File: config.mk
export PLATFORM = sky130hd
export DESIGN_NAME = exc_ctrl
export DESIGN_NICKNAME = d
export VERILOG_FILES = /design/src/rtl/exc_ctrl_pkg.sv /design/src/rtl/exc_ctrl.sv
export SDC_FILE = /design/constraint.sdc
export NUM_CORES = 1
export LEC_CHECK = 0
export ABC_CLOCK_PERIOD_IN_PS = 1600
export CORE_MARGIN = 2
export CORE_UTILIZATION = 37
export DETAILED_ROUTE_END_ITERATION = 10
export HOLD_SLACK_MARGIN = 0.12
export PLACE_DENSITY = 0.78
export SYNTH_ARGS = -nofsm -noshare
export SYNTH_HDL_FRONTEND = slang
export SYNTH_SLANG_ARGS = --single-unit
File: constraint.sdc
create_clock -name clk -period 1.6 [get_ports clk]
set_clock_uncertainty 0.15 [all_clocks]
set_input_delay 0.32 -clock clk [delete_from_list [all_inputs] [get_ports clk]]
set_output_delay 0.32 -clock clk [all_outputs]
set_load 0.01 [all_outputs]
File: src/rtl/exc_ctrl_pkg.sv
// ----------------------------------------------------------------------------
// exc_ctrl_pkg
//   Shared definitions for the exception controller: FSM state encoding,
//   exception syndrome codes and the default handler vector address.
// ----------------------------------------------------------------------------
package exc_ctrl_pkg;

   typedef enum logic [2:0] {
      ST_IDLE    = 3'd0,
      ST_ENTER   = 3'd1,
      ST_HANDLER = 3'd2,
      ST_RETURN  = 3'd3,
      ST_HALT    = 3'd4
   } exc_state_e;

   // ESR syndrome codes
   localparam logic [3:0]  ESR_UNDEF = 4'b0010;  // undefined instruction
   localparam logic [3:0]  ESR_IRQ   = 4'b0001;  // external interrupt

   // Default exception handler entry point
   localparam logic [63:0] VECTOR_ADDR_DEF = 64'h0000_0000_0000_00D8;

endpackage

File: src/rtl/exc_ctrl.sv
// ----------------------------------------------------------------------------
// exc_ctrl
//   Exception / interrupt controller for the decode stage. Takes synchronous
//   undefined-instruction exceptions and level-sensitive external interrupts,
//   redirects fetch to the handler vector, and returns to ELR on ERET.
//   A synchronous exception inside the handler is a double fault and parks
//   the block in HALT until reset.
//
// Ports
//   clk            in   rising-edge clock
//   reset          in   synchronous, active-high reset
//   pc_i           in   64  PC of the instruction in decode
//   not_an_instr_i in   undefined opcode flag (synchronous exception)
//   estatus_i      in   4   exception code, valid with not_an_instr_i
//   eret_i         in   ERET decoded
//   ext_irq_i      in   level-sensitive interrupt request
//   flush_o        out  kill side effects of the current instruction
//   redirect_o     out  PC mux select for next fetch
//   redirect_pc_o  out  64  redirect target (0 when redirect_o=0)
//   elr_o          out  64  exception link register
//   esr_o          out  4   exception syndrome register
//   exc_active_o   out  high in ENTER, HANDLER, RETURN
//   irq_ack_o      out  one-cycle pulse when an interrupt is taken
//   fatal_o        out  sticky double-fault flag
// ----------------------------------------------------------------------------
module exc_ctrl
   import exc_ctrl_pkg::*;
#(
   parameter logic [63:0] VECTOR_ADDR = VECTOR_ADDR_DEF,
   parameter logic [3:0]  IRQ_ESTATUS = ESR_IRQ
) (
   input  logic        clk,
   input  logic        reset,
   input  logic [63:0] pc_i,
   input  logic        not_an_instr_i,
   input  logic [3:0]  estatus_i,
   input  logic        eret_i,
   input  logic        ext_irq_i,
   output logic        flush_o,
   output logic        redirect_o,
   output logic [63:0] redirect_pc_o,
   output logic [63:0] elr_o,
   output logic [3:0]  esr_o,
   output logic        exc_active_o,
   output logic        irq_ack_o,
   output logic        fatal_o
);

   exc_state_e  state_q, state_d;
   logic [63:0] elr_q, elr_d;
   logic [3:0]  esr_q, esr_d;
   logic        irq_pend_q, irq_pend_d;
   logic        fatal_q, fatal_d;

   logic        take_sync;
   logic        take_irq;
   logic        dbl_fault;

   // Sync exception beats the interrupt; the interrupt stays pending.
   assign take_sync = (state_q == ST_IDLE) && not_an_instr_i;
   assign take_irq  = (state_q == ST_IDLE) && !not_an_instr_i &&
                      (irq_pend_q || ext_irq_i);
   assign dbl_fault = (state_q == ST_HANDLER) && not_an_instr_i;

   // ------------------------------------------------------------------
   // State register
   // ------------------------------------------------------------------
   always_ff @(posedge clk) begin
      if (reset) state_q <= ST_IDLE;
      else       state_q <= state_d;
   end

   // ------------------------------------------------------------------
   // Next-state logic
   // ------------------------------------------------------------------
   always_comb begin
      state_d = state_q;
      unique case (state_q)
         ST_IDLE: begin
            // ERET with nothing to return from is ignored
            if (take_sync || take_irq) state_d = ST_ENTER;
         end
         ST_ENTER:   state_d = ST_HANDLER;
         ST_HANDLER: begin
            if (not_an_instr_i) state_d = ST_HALT;
            else if (eret_i)    state_d = ST_RETURN;
         end
         ST_RETURN:  state_d = ST_IDLE;
         ST_HALT:    state_d = ST_HALT;
         default:    state_d = ST_IDLE;
      endcase
   end

   // ------------------------------------------------------------------
   // ELR / ESR / pending IRQ / fatal flag
   // ------------------------------------------------------------------
   always_comb begin
      elr_d = elr_q;
      esr_d = esr_q;
      if (take_sync) begin
         elr_d = pc_i;
         esr_d = estatus_i;
      end else if (take_irq) begin
         elr_d = pc_i;
         esr_d = IRQ_ESTATUS;
      end
      // Latch requests in every state; only taking the IRQ clears it.
      irq_pend_d = take_irq ? 1'b0 : (irq_pend_q || ext_irq_i);
      fatal_d    = fatal_q || dbl_fault;
   end

   always_ff @(posedge clk) begin
      if (reset) begin
         elr_q      <= '0;
         esr_q      <= '0;
         irq_pend_q <= 1'b0;
         fatal_q    <= 1'b0;
      end else begin
         elr_q      <= elr_d;
         esr_q      <= esr_d;
         irq_pend_q <= irq_pend_d;
         fatal_q    <= fatal_d;
      end
   end

   // ------------------------------------------------------------------
   // Output logic. Everything is forced low while reset is high so an
   // in-flight redirect is dropped on the reset cycle itself.
   // ------------------------------------------------------------------
   always_comb begin
      flush_o       = 1'b0;
      redirect_o    = 1'b0;
      redirect_pc_o = '0;
      elr_o         = '0;
      esr_o         = '0;
      exc_active_o  = 1'b0;
      irq_ack_o     = 1'b0;
      fatal_o       = 1'b0;
      if (!reset) begin
         elr_o   = elr_q;
         esr_o   = esr_q;
         fatal_o = fatal_q;
         unique case (state_q)
            ST_IDLE: begin
               flush_o   = take_sync || take_irq;
               irq_ack_o = take_irq;
            end
            ST_ENTER: begin
               redirect_o    = 1'b1;
               redirect_pc_o = VECTOR_ADDR;
               exc_active_o  = 1'b1;
            end
            ST_HANDLER: begin
               flush_o      = dbl_fault;
               exc_active_o = 1'b1;
            end
            ST_RETURN: begin
               redirect_o    = 1'b1;
               redirect_pc_o = elr_q;
               exc_active_o  = 1'b1;
            end
            ST_HALT: begin
               flush_o = 1'b1;
            end
            default: ;
         endcase
      end
   end

endmodule

# Word-level counts from Yosys, hierarchy flattened
# Cells that the tools add are included.
word_totals:
  register_bits: 73
  output_inout_bits: 137
op_classes:
  eq_ne: 6
  mux: 21
  reduce_logical: 14
op_table:
  columns: ["operator", "n"]
  rows:
  - ["64-bit 2-to-1 mux", 4]
  - ["64-bit case mux with 2 select lines", 1]
  - ["4-bit 2-to-1 mux", 3]
  - ["3-bit case mux with 4 select lines", 1]
  - ["3-bit 2-to-1 mux", 3]
  - ["1-bit 2-to-1 mux", 8]
  - ["3-bit by 2-bit == test with 1-bit output, second input constant", 2]
  - ["1-bit logical AND", 4]
  - ["2-bit OR reduction", 2]
  - ["3-bit by 1-bit == test with 1-bit output, second input constant", 1]
  - ["3-bit == test, second input constant", 1]
  - ["3-bit logical NOT", 1]
  - ["1-bit logical OR", 3]
  - ["3-bit inequality test, second input constant", 1]
  - ["1-bit case mux with 3 select lines", 1]
  - ["3-bit OR reduction", 1]
  - ["2-bit by 1-bit inequality test with 1-bit output, second input constant", 1]
  - ["2-bit AND reduction", 1]
  - ["2-bit nonzero test", 1]
  - ["1-bit logical NOT", 1]

# Depth between registers and ports, before layout
# Gate-level depths: netlist of the first run.
depth:
  depth_word: 6
  mapped_depth: 7
  depth_no_buf: 3

# Worst setup path after synthesis of the first run
# OpenSTA, ideal clock, no wires.
synth_path:
  path_type: "register to output"
  from: "reg state_q[0]"
  to: "out irq_ack_o"
  arrival_ns: 1.490
  path_slack_ns: -0.360
  stages_incl_launch_ff: 6
  path_buffers: 3
  path_cell_list: "dfxtp_1 -> buf_2 -> or3_1 -> buf_2 -> buf_1 -> nor4_1"
synth_between:
  elab_chain_len: 5
synth_rtl:
  columns: ["item", "line_no", "text"]
  rows:
  - ["from (decl)", "exc_ctrl.sv:49", "exc_state_e state_q, state_d;"]
  - ["from (signal assigned)", "exc_ctrl.sv:70", "else state_q <= state_d;"]
  - ["3-bit logical NOT *", "exc_ctrl.sv:61, exc_ctrl.sv:143", null]
  - ["1-bit logical AND (2 in a row)", "exc_ctrl.sv:61", "assign take_irq = (state_q == ST_IDLE) && !not_an_instr_i &&"]
  - ["1-bit 2-to-1 mux *", "exc_ctrl.sv:143", "unique case (state_q)"]
  - ["1-bit 2-to-1 mux *", "exc_ctrl.sv:139", "if (!reset) begin"]
  - ["to (decl)", "exc_ctrl.sv:45", "output logic irq_ack_o,"]
# Every way passes the cells marked *; elsewhere a longest branch is shown, timed or not.

# Worst setup path in the final report of the first run
layout_path:
  from: "reg state_q[2]"
  to: "out redirect_pc_o[44]"
layout_between:
  elab_chain_len: 3
  word_cells_on_any_way: 4
  classes_between: "eq/ne (2); mux (2)"
layout_rtl:
  columns: ["item", "line_no", "text"]
  rows:
  - ["3-bit by 2-bit == test with 1-bit output or 3-bit by 1-bit == test with 1-bit output (tied branches)", "exc_ctrl.sv:143", null]
  - ["64-bit case mux with 2 select lines *", "exc_ctrl.sv:143", null]
  - ["64-bit 2-to-1 mux *", "exc_ctrl.sv:139", null]
  - ["to (decl)", "exc_ctrl.sv:41", "output logic [63:0] redirect_pc_o,"]
# Marked as above.

==> run_summary.xml, run 1 <==
<?xml version="1.0" encoding="UTF-8"?>
<metrics>
  <group name="route">
    <metric name="vias" unit="">4866</metric>
    <metric name="detail_route.wirelength" unit="mm">20.0</metric>
    <metric name="drcViolationCount" unit="">0</metric>
    <metric name="first_iter_violations" unit="">237</metric>
    <metric name="ant_nets" unit="">0</metric>
    <metric name="drt_pre_antenna_iters" unit="">4</metric>
    <metric name="viasPerCell" unit="">5.41</metric>
    <metric name="post_drt_wl_per_cell" unit="um">22.2</metric>
  </group>
  <group name="place">
    <metric name="detailedPlacementHpwl" unit="mm">9.25</metric>
    <metric name="gp_congestion" unit="">0.769</metric>
    <metric name="setup_slack_after_placement" unit="ps">-662</metric>
    <metric name="numPortBuffers" unit="">209</metric>
    <metric name="place.detailed.instances" unit="">833</metric>
  </group>
  <group name="floorplan">
    <metric name="top_level_ports" unit="">210</metric>
    <metric name="fp.dieH" unit="um">111</metric>
    <metric name="chipWidth" unit="um">111</metric>
    <metric name="rows" unit="">39</metric>
    <metric name="design.core.area" unit="um2">11300</metric>
    <metric name="fp.dieArea" unit="um2">12400</metric>
    <metric name="start_util" unit="">0.375</metric>
  </group>
  <group name="sta">
    <metric name="finalMaxSlewViolations" unit="">0</metric>
    <metric name="final_hold_viol_count" unit="">0</metric>
    <metric name="grt_setup_unrepaired" unit="">true</metric>
    <metric name="fin_crit" unit="ps">2050</metric>
    <metric name="min_period_over_period" unit="">1.28</metric>
    <metric name="tightest_slew" unit="ps">481</metric>
    <metric name="postLayoutSetupSlackWorst" unit="ps">-452</metric>
    <metric name="hold_slack" unit="ps">220</metric>
    <metric name="slew_headroom" unit="">0.679</metric>
    <metric name="max_freq" unit="MHz">487</metric>
    <metric name="setup_total_negative_slack" unit="ps">-40480</metric>
    <metric name="setup_viol_count_final" unit="">157</metric>
  </group>
  <group name="run">
    <metric name="cap_viol_max_count" unit="">0</metric>
  </group>
  <group name="cts">
    <metric name="clk_latency" unit="ps">320</metric>
    <metric name="cts_max_level" unit="">3</metric>
    <metric name="hold_buffers" unit="">0</metric>
    <metric name="cts_buffers" unit="">9</metric>
    <metric name="cts.clk_slew.worst_paths" unit="ps">60</metric>
    <metric name="cts_root_buffer" unit="">clkbuf_16</metric>
    <metric name="tritoncts_clock_tree" unit="">yes</metric>
    <metric name="clock_tree.buffer_depth" unit="">2</metric>
    <metric name="sinks_on_the_clock_net" unit="">73</metric>
  </group>
  <group name="synth">
    <metric name="synthDominantAreaCellType" unit="">dfxtp_1</metric>
    <metric name="most_frequent_cell_after_synthesis" unit="">dfxtp_1</metric>
    <metric name="netlist.area_leader.share" unit="">0.344</metric>
    <metric name="number_of_synthesized_register_bits" unit="">73</metric>
    <metric name="synth_xor_xnor_area_share" unit="">0</metric>
    <metric name="ys_types" unit="">30</metric>
    <metric name="synthesis.area" unit="um2">4250</metric>
    <metric name="seq_area_frac_synth" unit="">0.344</metric>
    <metric name="synth_edf_count" unit="">0</metric>
    <metric name="synth-main-ff-cell" unit="">dfxtp_1</metric>
    <metric name="post_synthesis_compound_gate_area_fraction" unit="">0.313</metric>
    <metric name="synth_simple_gate_area_frac" unit="">0.218</metric>
    <metric name="syn-instance-count" unit="">494</metric>
    <metric name="ys.warnings.count" unit="">0</metric>
    <metric name="yosys.area_share.adder" unit="">0</metric>
    <metric name="synth.cells.most_frequent" unit="">73 x dfxtp_1, 72 x inv_1, 69 x nor2b_1</metric>
    <metric name="synth-async-reset-ratio" unit="">0</metric>
    <metric name="syn_area_per_cell" unit="um2">8.60</metric>
    <metric name="synthMuxAreaShare" unit="">0</metric>
    <metric name="postSynthNetCount" unit="">567</metric>
    <metric name="combinational_family_with_the_most_area_after_synthesis" unit="">compound AO/OA/AOI/OAI gates</metric>
    <metric name="yosys-top-cells-area" unit="">dfxtp_1 34%, o41ai_2 17%, nor2b_1 10%</metric>
  </group>
  <group name="grt">
    <metric name="first_global_vias" unit="">5003</metric>
    <metric name="wire_length_of_the_first_global_routing_pass" unit="mm">28.0</metric>
    <metric name="grt_total_usage" unit="">0.287</metric>
    <metric name="number_of_antenna_violations_at_the_first_check_in_global_routing" unit="">0</metric>
    <metric name="global_route_total_overflow" unit="">0</metric>
    <metric name="pin_count_of_the_biggest_net_entering_global_routing" unit="">63</metric>
  </group>
  <group name="setup_path">
    <metric name="worst-r2r-setup-slack" unit="ps">-290</metric>
    <metric name="critical_path_arrival" unit="ps">1580</metric>
    <metric name="critical_path.endpoint" unit="">redirect_pc_o[44]</metric>
    <metric name="endpoint_kind" unit="">output port</metric>
    <metric name="worstRegToRegCells" unit="">5</metric>
    <metric name="crit-reg2reg-capture" unit="">elr_q[31]</metric>
    <metric name="regToRegStartpoint" unit="">state_q[1]</metric>
    <metric name="path_max_fanout" unit="">6</metric>
    <metric name="timing_worst_setup_path_type" unit="">reg2out</metric>
    <metric name="crit_required" unit="ps">1130</metric>
    <metric name="setup.worst_path.start_class" unit="">flip-flop</metric>
    <metric name="critical_path.startpoint" unit="">state_q[2]</metric>
  </group>
  <group name="final_layout">
    <metric name="nNetsFinal" unit="">825</metric>
    <metric name="fin_util" unit="">0.818</metric>
    <metric name="area.growth.synth_to_final" unit="%">118</metric>
    <metric name="instances_no_fill" unit="">900</metric>
    <metric name="final_layout_size_suffix_gt1_frac" unit="">0.630</metric>
    <metric name="insertedDiodeCount" unit="">0</metric>
  </group>
  <group name="pwr">
    <metric name="power_frac_seq" unit="">0.278</metric>
    <metric name="internal_power" unit="uW">5210</metric>
    <metric name="p_sw_frac" unit="">0.333</metric>
    <metric name="p_clk_frac" unit="">0.283</metric>
    <metric name="p_switching" unit="uW">2600</metric>
    <metric name="power.static_leakage" unit="uW">0.00423</metric>
    <metric name="combinationalPowerShare" unit="">0.438</metric>
    <metric name="p_per_area" unit="nW/um2">844</metric>
    <metric name="peakVddDrop" unit="V">0.000654</metric>
  </group>
  <group name="run_status">
    <metric name="violations" unit="">setup timing</metric>
    <metric name="status" unit="">complete, but fails checks</metric>
  </group>
  <group name="worst_hold_path">
    <metric name="worstHoldPathType" unit="">in2reg</metric>
  </group>
</metrics>
[placed cells by master (no fill, tap or decap), types with 3 or more instances in the layout]
cell type	synthesis	layout
and2_1	60	23
inv_1	72	72
nor2_1	5	3
buf_2	12	69
dfxtp_1	73	70
clkbuf_16	0	13
o41ai_2	44	37
nor3_1	4	3
buf_8	0	4
dlygate4sd2_1	0	8
nor2b_1	69	6
buf_12	0	13
a21bo_1	3	3
nor2b_2	0	32
clkdlybuf4s50_1	0	76
o21ai_4	0	41
a21oi_2	0	4
nor2b_4	0	31
buf_4	0	43
o41ai_4	0	27
buf_16	0	28
clkbuf_2	0	13
clkdlybuf4s15_2	0	3
and2_4	0	37
o21ai_2	0	24
o21ai_1	56	3
buf_6	6	39
[worst min path at each step]
| stage | endpoint | slack [ps] | startpoint | cells past startpoint |
|---|---|---|---|---|
| finish | irq_pend_q | 220 | reset | 3 |
| global route | irq_pend_q | 210 | reset | 3 |
| CTS | irq_pend_q | 250 | reset | 3 |
| detailed placement | fatal_q | 300 | fatal_q | 2 |
| global placement | fatal_q | 300 | fatal_q | 2 |
| floorplan | esr_q[1] | 280 | estatus_i[1] | 1 |
[final cells by class]
class | instances | area (um2)
clock buffers | 12 | 246
clock inverters | 4 | 76.3
fillers | 603 | 2060
inverters | 72 | 270
multi-input cells | 295 | 3760
flip-flops and latches | 73 | 1470
well taps | 143 | 179
repair buffers | 301 | 3260
[metal layers]
layer	GRT usage	part of all wire
met1	0.324	0.36
met2	0.533	0.54
met3	0.0558	0.060
met4	0.112	0.039
met5	0	0
[sequential cells by signal, indices dropped and copies added, names as in the netlist]
name / count
elr_q: 64
esr_q: 4
state_q: 3
fatal_q: 1
irq_pend_q: 1
[worst max-delay path, stage by stage (launching register included)]
cell and delay (ps):
dfxtp_4 360, nor2_4 90, and3_4 250, buf_12 140
clkbuf_16 160, and2_1 120, buf_2 130
[timing repair]
item,4_1_cts,5_1_grt
pin swaps,58,62
resized for setup,681,223
endpoints found under the hold margin,0,0
gates cloned,28,4
setup buffers,13,14
endpoints found under the setup margin,207,180
[power by group through the flow]
stage | Sequential (uW) | Clock [uW] | Combinational (uW)
4_1_cts | 2140 | 2210 | 3040
6_report | 2180 | 2210 | 3420
3_5_place_dp | 2170 | 0 | 1620
5_1_grt | 2190 | 2310 | 3550
3_3_place_gp | 2160 | 0 | 1580
2_1_floorplan | 2140 | 0 | 1020
[metrics by stage]
stage	power, uW	cell area [um2]
after CTS	7400	8270
after detailed placement	3790	6650
final	7810	9260
after global routing	8060	9260
after floorplan	3160	4330
after global placement	3740	6650
[kinds of logic (layout without fill, tap and decap cells)]
family                 Yosys count  count (layout)
AOI/OAI and AO/OA              146             146
buffers and inverters          126             389
DFF                             73              73
and+or+nand+nor                149             149
(Power assumes the default switching activity.)
==> inputs of run 2 (changes only) <==
--- a/config.mk
+++ b/config.mk
@@ -6,6 +6,7 @@
 export NUM_CORES = 1
 export LEC_CHECK = 0
 export ABC_CLOCK_PERIOD_IN_PS = 1600
+export CORE_ASPECT_RATIO = 0.9
 export CORE_MARGIN = 2
 export CORE_UTILIZATION = 37
 export DETAILED_ROUTE_END_ITERATION = 10
==> run_summary.xml, run 2 (same netlist as run 1, synthesis figures left out) <==
<?xml version="1.0" encoding="UTF-8"?>
<metrics>
  <group name="route">
    <metric name="drcViolationCount" unit="">0</metric>
    <metric name="viasPerCell" unit="">5.24</metric>
    <metric name="detail_route.wirelength" unit="mm">18.1</metric>
    <metric name="vias" unit="">4708</metric>
    <metric name="post_drt_wl_per_cell" unit="um">20.2</metric>
    <metric name="drt_pre_antenna_iters" unit="">4</metric>
    <metric name="first_iter_violations" unit="">233</metric>
    <metric name="ant_nets" unit="">0</metric>
  </group>
  <group name="setup_path">
    <metric name="endpoint_kind" unit="">output port</metric>
    <metric name="crit_path_max_incr_delay" unit="ps">570</metric>
    <metric name="cp_cell_sequence" unit="">buf_4 -&gt; buf_16 -&gt; nor2b_2 -&gt; clkdlybuf4s50_1</metric>
    <metric name="worst_path_dominant_cell_family" unit="">buffers and inverters</metric>
    <metric name="path_max_fanout" unit="">68</metric>
    <metric name="timing_worst_setup_path_type" unit="">in2out</metric>
    <metric name="worst-r2r-setup-slack" unit="ps">-230</metric>
    <metric name="slowest_stage" unit="">clkdlybuf4s50_1</metric>
    <metric name="cp_num_buf_inv" unit="">3</metric>
    <metric name="crit_required" unit="ps">1130</metric>
    <metric name="critical_path_arrival" unit="ps">1580</metric>
    <metric name="setup.worst_path.start_class" unit="">input pin</metric>
  </group>
  <group name="final_layout">
    <metric name="max_flop_register" unit="">elr_q</metric>
    <metric name="area.growth.synth_to_final" unit="%">105</metric>
    <metric name="nNetsFinal" unit="">812</metric>
    <metric name="final_layout_size_suffix_gt1_frac" unit="">0.571</metric>
    <metric name="instances_no_fill" unit="">899</metric>
    <metric name="mostFrequentLayoutCell" unit="">clkdlybuf4s50_1</metric>
    <metric name="largest_registers" unit="">elr_q x64, esr_q x4, state_q x3</metric>
    <metric name="mostFrequentLayoutCells" unit="">94 x clkdlybuf4s50_1, 74 x buf_2, 72 x inv_1</metric>
    <metric name="insertedDiodeCount" unit="">0</metric>
    <metric name="largest_register_ffs" unit="">64</metric>
  </group>
  <group name="cts">
    <metric name="tritoncts_clock_tree" unit="">yes</metric>
    <metric name="cts.clk_slew.worst_paths" unit="ps">60</metric>
    <metric name="cts_root_buffer" unit="">clkbuf_16</metric>
    <metric name="clock_tree.buffer_depth" unit="">2</metric>
    <metric name="sinks_on_the_clock_net" unit="">73</metric>
    <metric name="cts_max_level" unit="">3</metric>
    <metric name="clk_latency" unit="ps">320</metric>
    <metric name="cts_buffers" unit="">9</metric>
  </group>
  <group name="sta">
    <metric name="setup_viol_count_final" unit="">174</metric>
    <metric name="fin_crit" unit="ps">2050</metric>
    <metric name="max_freq" unit="MHz">488</metric>
    <metric name="finalMaxSlewViolations" unit="">0</metric>
    <metric name="tightest_slew" unit="ps">459</metric>
    <metric name="min_period_over_period" unit="">1.28</metric>
    <metric name="final_hold_viol_count" unit="">0</metric>
    <metric name="postLayoutSetupSlackWorst" unit="ps">-449</metric>
    <metric name="setup_total_negative_slack" unit="ps">-44520</metric>
    <metric name="grt_setup_unrepaired" unit="">true</metric>
    <metric name="hold_slack" unit="ps">281</metric>
    <metric name="slew_headroom" unit="">0.694</metric>
  </group>
  <group name="place">
    <metric name="numPortBuffers" unit="">209</metric>
    <metric name="place.detailed.instances" unit="">837</metric>
    <metric name="detailedPlacementHpwl" unit="mm">9.10</metric>
    <metric name="setup_slack_after_placement" unit="ps">-679</metric>
    <metric name="gp_congestion" unit="">0.781</metric>
  </group>
  <group name="floorplan">
    <metric name="rows" unit="">37</metric>
    <metric name="fp.dieH" unit="um">106</metric>
    <metric name="top_level_ports" unit="">210</metric>
    <metric name="design.core.area" unit="um2">11300</metric>
    <metric name="fp.dieArea" unit="um2">12400</metric>
    <metric name="start_util" unit="">0.376</metric>
    <metric name="chipWidth" unit="um">117</metric>
  </group>
  <group name="pwr">
    <metric name="power.static_leakage" unit="uW">0.00397</metric>
    <metric name="p_switching" unit="uW">2420</metric>
    <metric name="p_sw_frac" unit="">0.328</metric>
    <metric name="internal_power" unit="uW">4970</metric>
    <metric name="p_clk_frac" unit="">0.276</metric>
    <metric name="p_per_area" unit="nW/um2">847</metric>
    <metric name="post-layout-total-power" unit="uW">7390</metric>
    <metric name="power_frac_seq" unit="">0.292</metric>
    <metric name="combinationalPowerShare" unit="">0.432</metric>
    <metric name="peakVddDrop" unit="V">0.000674</metric>
  </group>
  <group name="grt">
    <metric name="first_global_vias" unit="">4691</metric>
    <metric name="pin_count_of_the_biggest_net_entering_global_routing" unit="">69</metric>
    <metric name="number_of_antenna_violations_at_the_first_check_in_global_routing" unit="">0</metric>
    <metric name="global_route_total_overflow" unit="">0</metric>
    <metric name="wire_length_of_the_first_global_routing_pass" unit="mm">23.9</metric>
    <metric name="grt_total_usage" unit="">0.243</metric>
  </group>
  <group name="run">
    <metric name="cap_viol_max_count" unit="">0</metric>
  </group>
  <group name="run_status">
    <metric name="violations" unit="">setup timing</metric>
    <metric name="status" unit="">complete, but fails checks</metric>
  </group>
  <group name="worst_hold_path">
    <metric name="worstHoldPathType" unit="">in2reg</metric>
  </group>
</metrics>
[run 2: worst paths after layout]
check	cells after the start	startpoint	endpoint
worst max-delay path	4	reset	elr_o[58]
worst min-delay path	3	reset	state_q[1]
worst max register to register	5	state_q[1]	esr_q[0]
worst min register to register	2	fatal_q	fatal_q
[run 2: area by class of cell]
class / count / area (um2)
multi-input cells: 295 / 3420
clock buffers: 10 / 239
inverters: 72 / 270
flip-flops and latches: 73 / 1470
well taps: 156 / 195
clock inverters: 5 / 56.3
repair buffers: 288 / 3080
fillers: 749 / 2570
[run 2: repair_timing]
item	CTS	global route
gates cloned	13	19
pin swaps	18	48
setup buffers	6	11
gates resized for setup	562	191
setup endpoints to repair	206	192
hold buffers	0	0
[run 2: worst register-to-register path: cells and delay by family (launching register included)]
kind,cells,cell delay [ps]
DFF,1,350
buffers and inverters,3,500
and+or+nand+nor,1,430
AOI/OAI and AO/OA,1,290
[run 2: through the flow]
stage,area (um2),utilization
2_1_floorplan,4330,-
3_3_place_gp,6630,0.587
3_5_place_dp,6630,0.587
4_1_cts,7480,0.662
5_1_grt,8730,0.773
6_report,8730,0.773
[run 2: power groups by stage]
stage / clock network [uW] / registers [uW] / logic (uW)
floorplan: 0 / 2140 / 1020
global placement: 0 / 2160 / 1560
detailed placement: 0 / 2170 / 1600
CTS: 2050 / 2140 / 2200
global route: 2140 / 2180 / 3320
finish: 2040 / 2160 / 3200
[run 2: metal layers]
metal / wire [um] / GRT usage / vias to the layer above
li1: - / - / 2184
met1: 7260 / 0.293 / 2301
met2: 9360 / 0.432 / 196
met3: 1280 / 0.0610 / 27
met4: 214 / 0.0521 / 0
met5: 0 / 0 / -
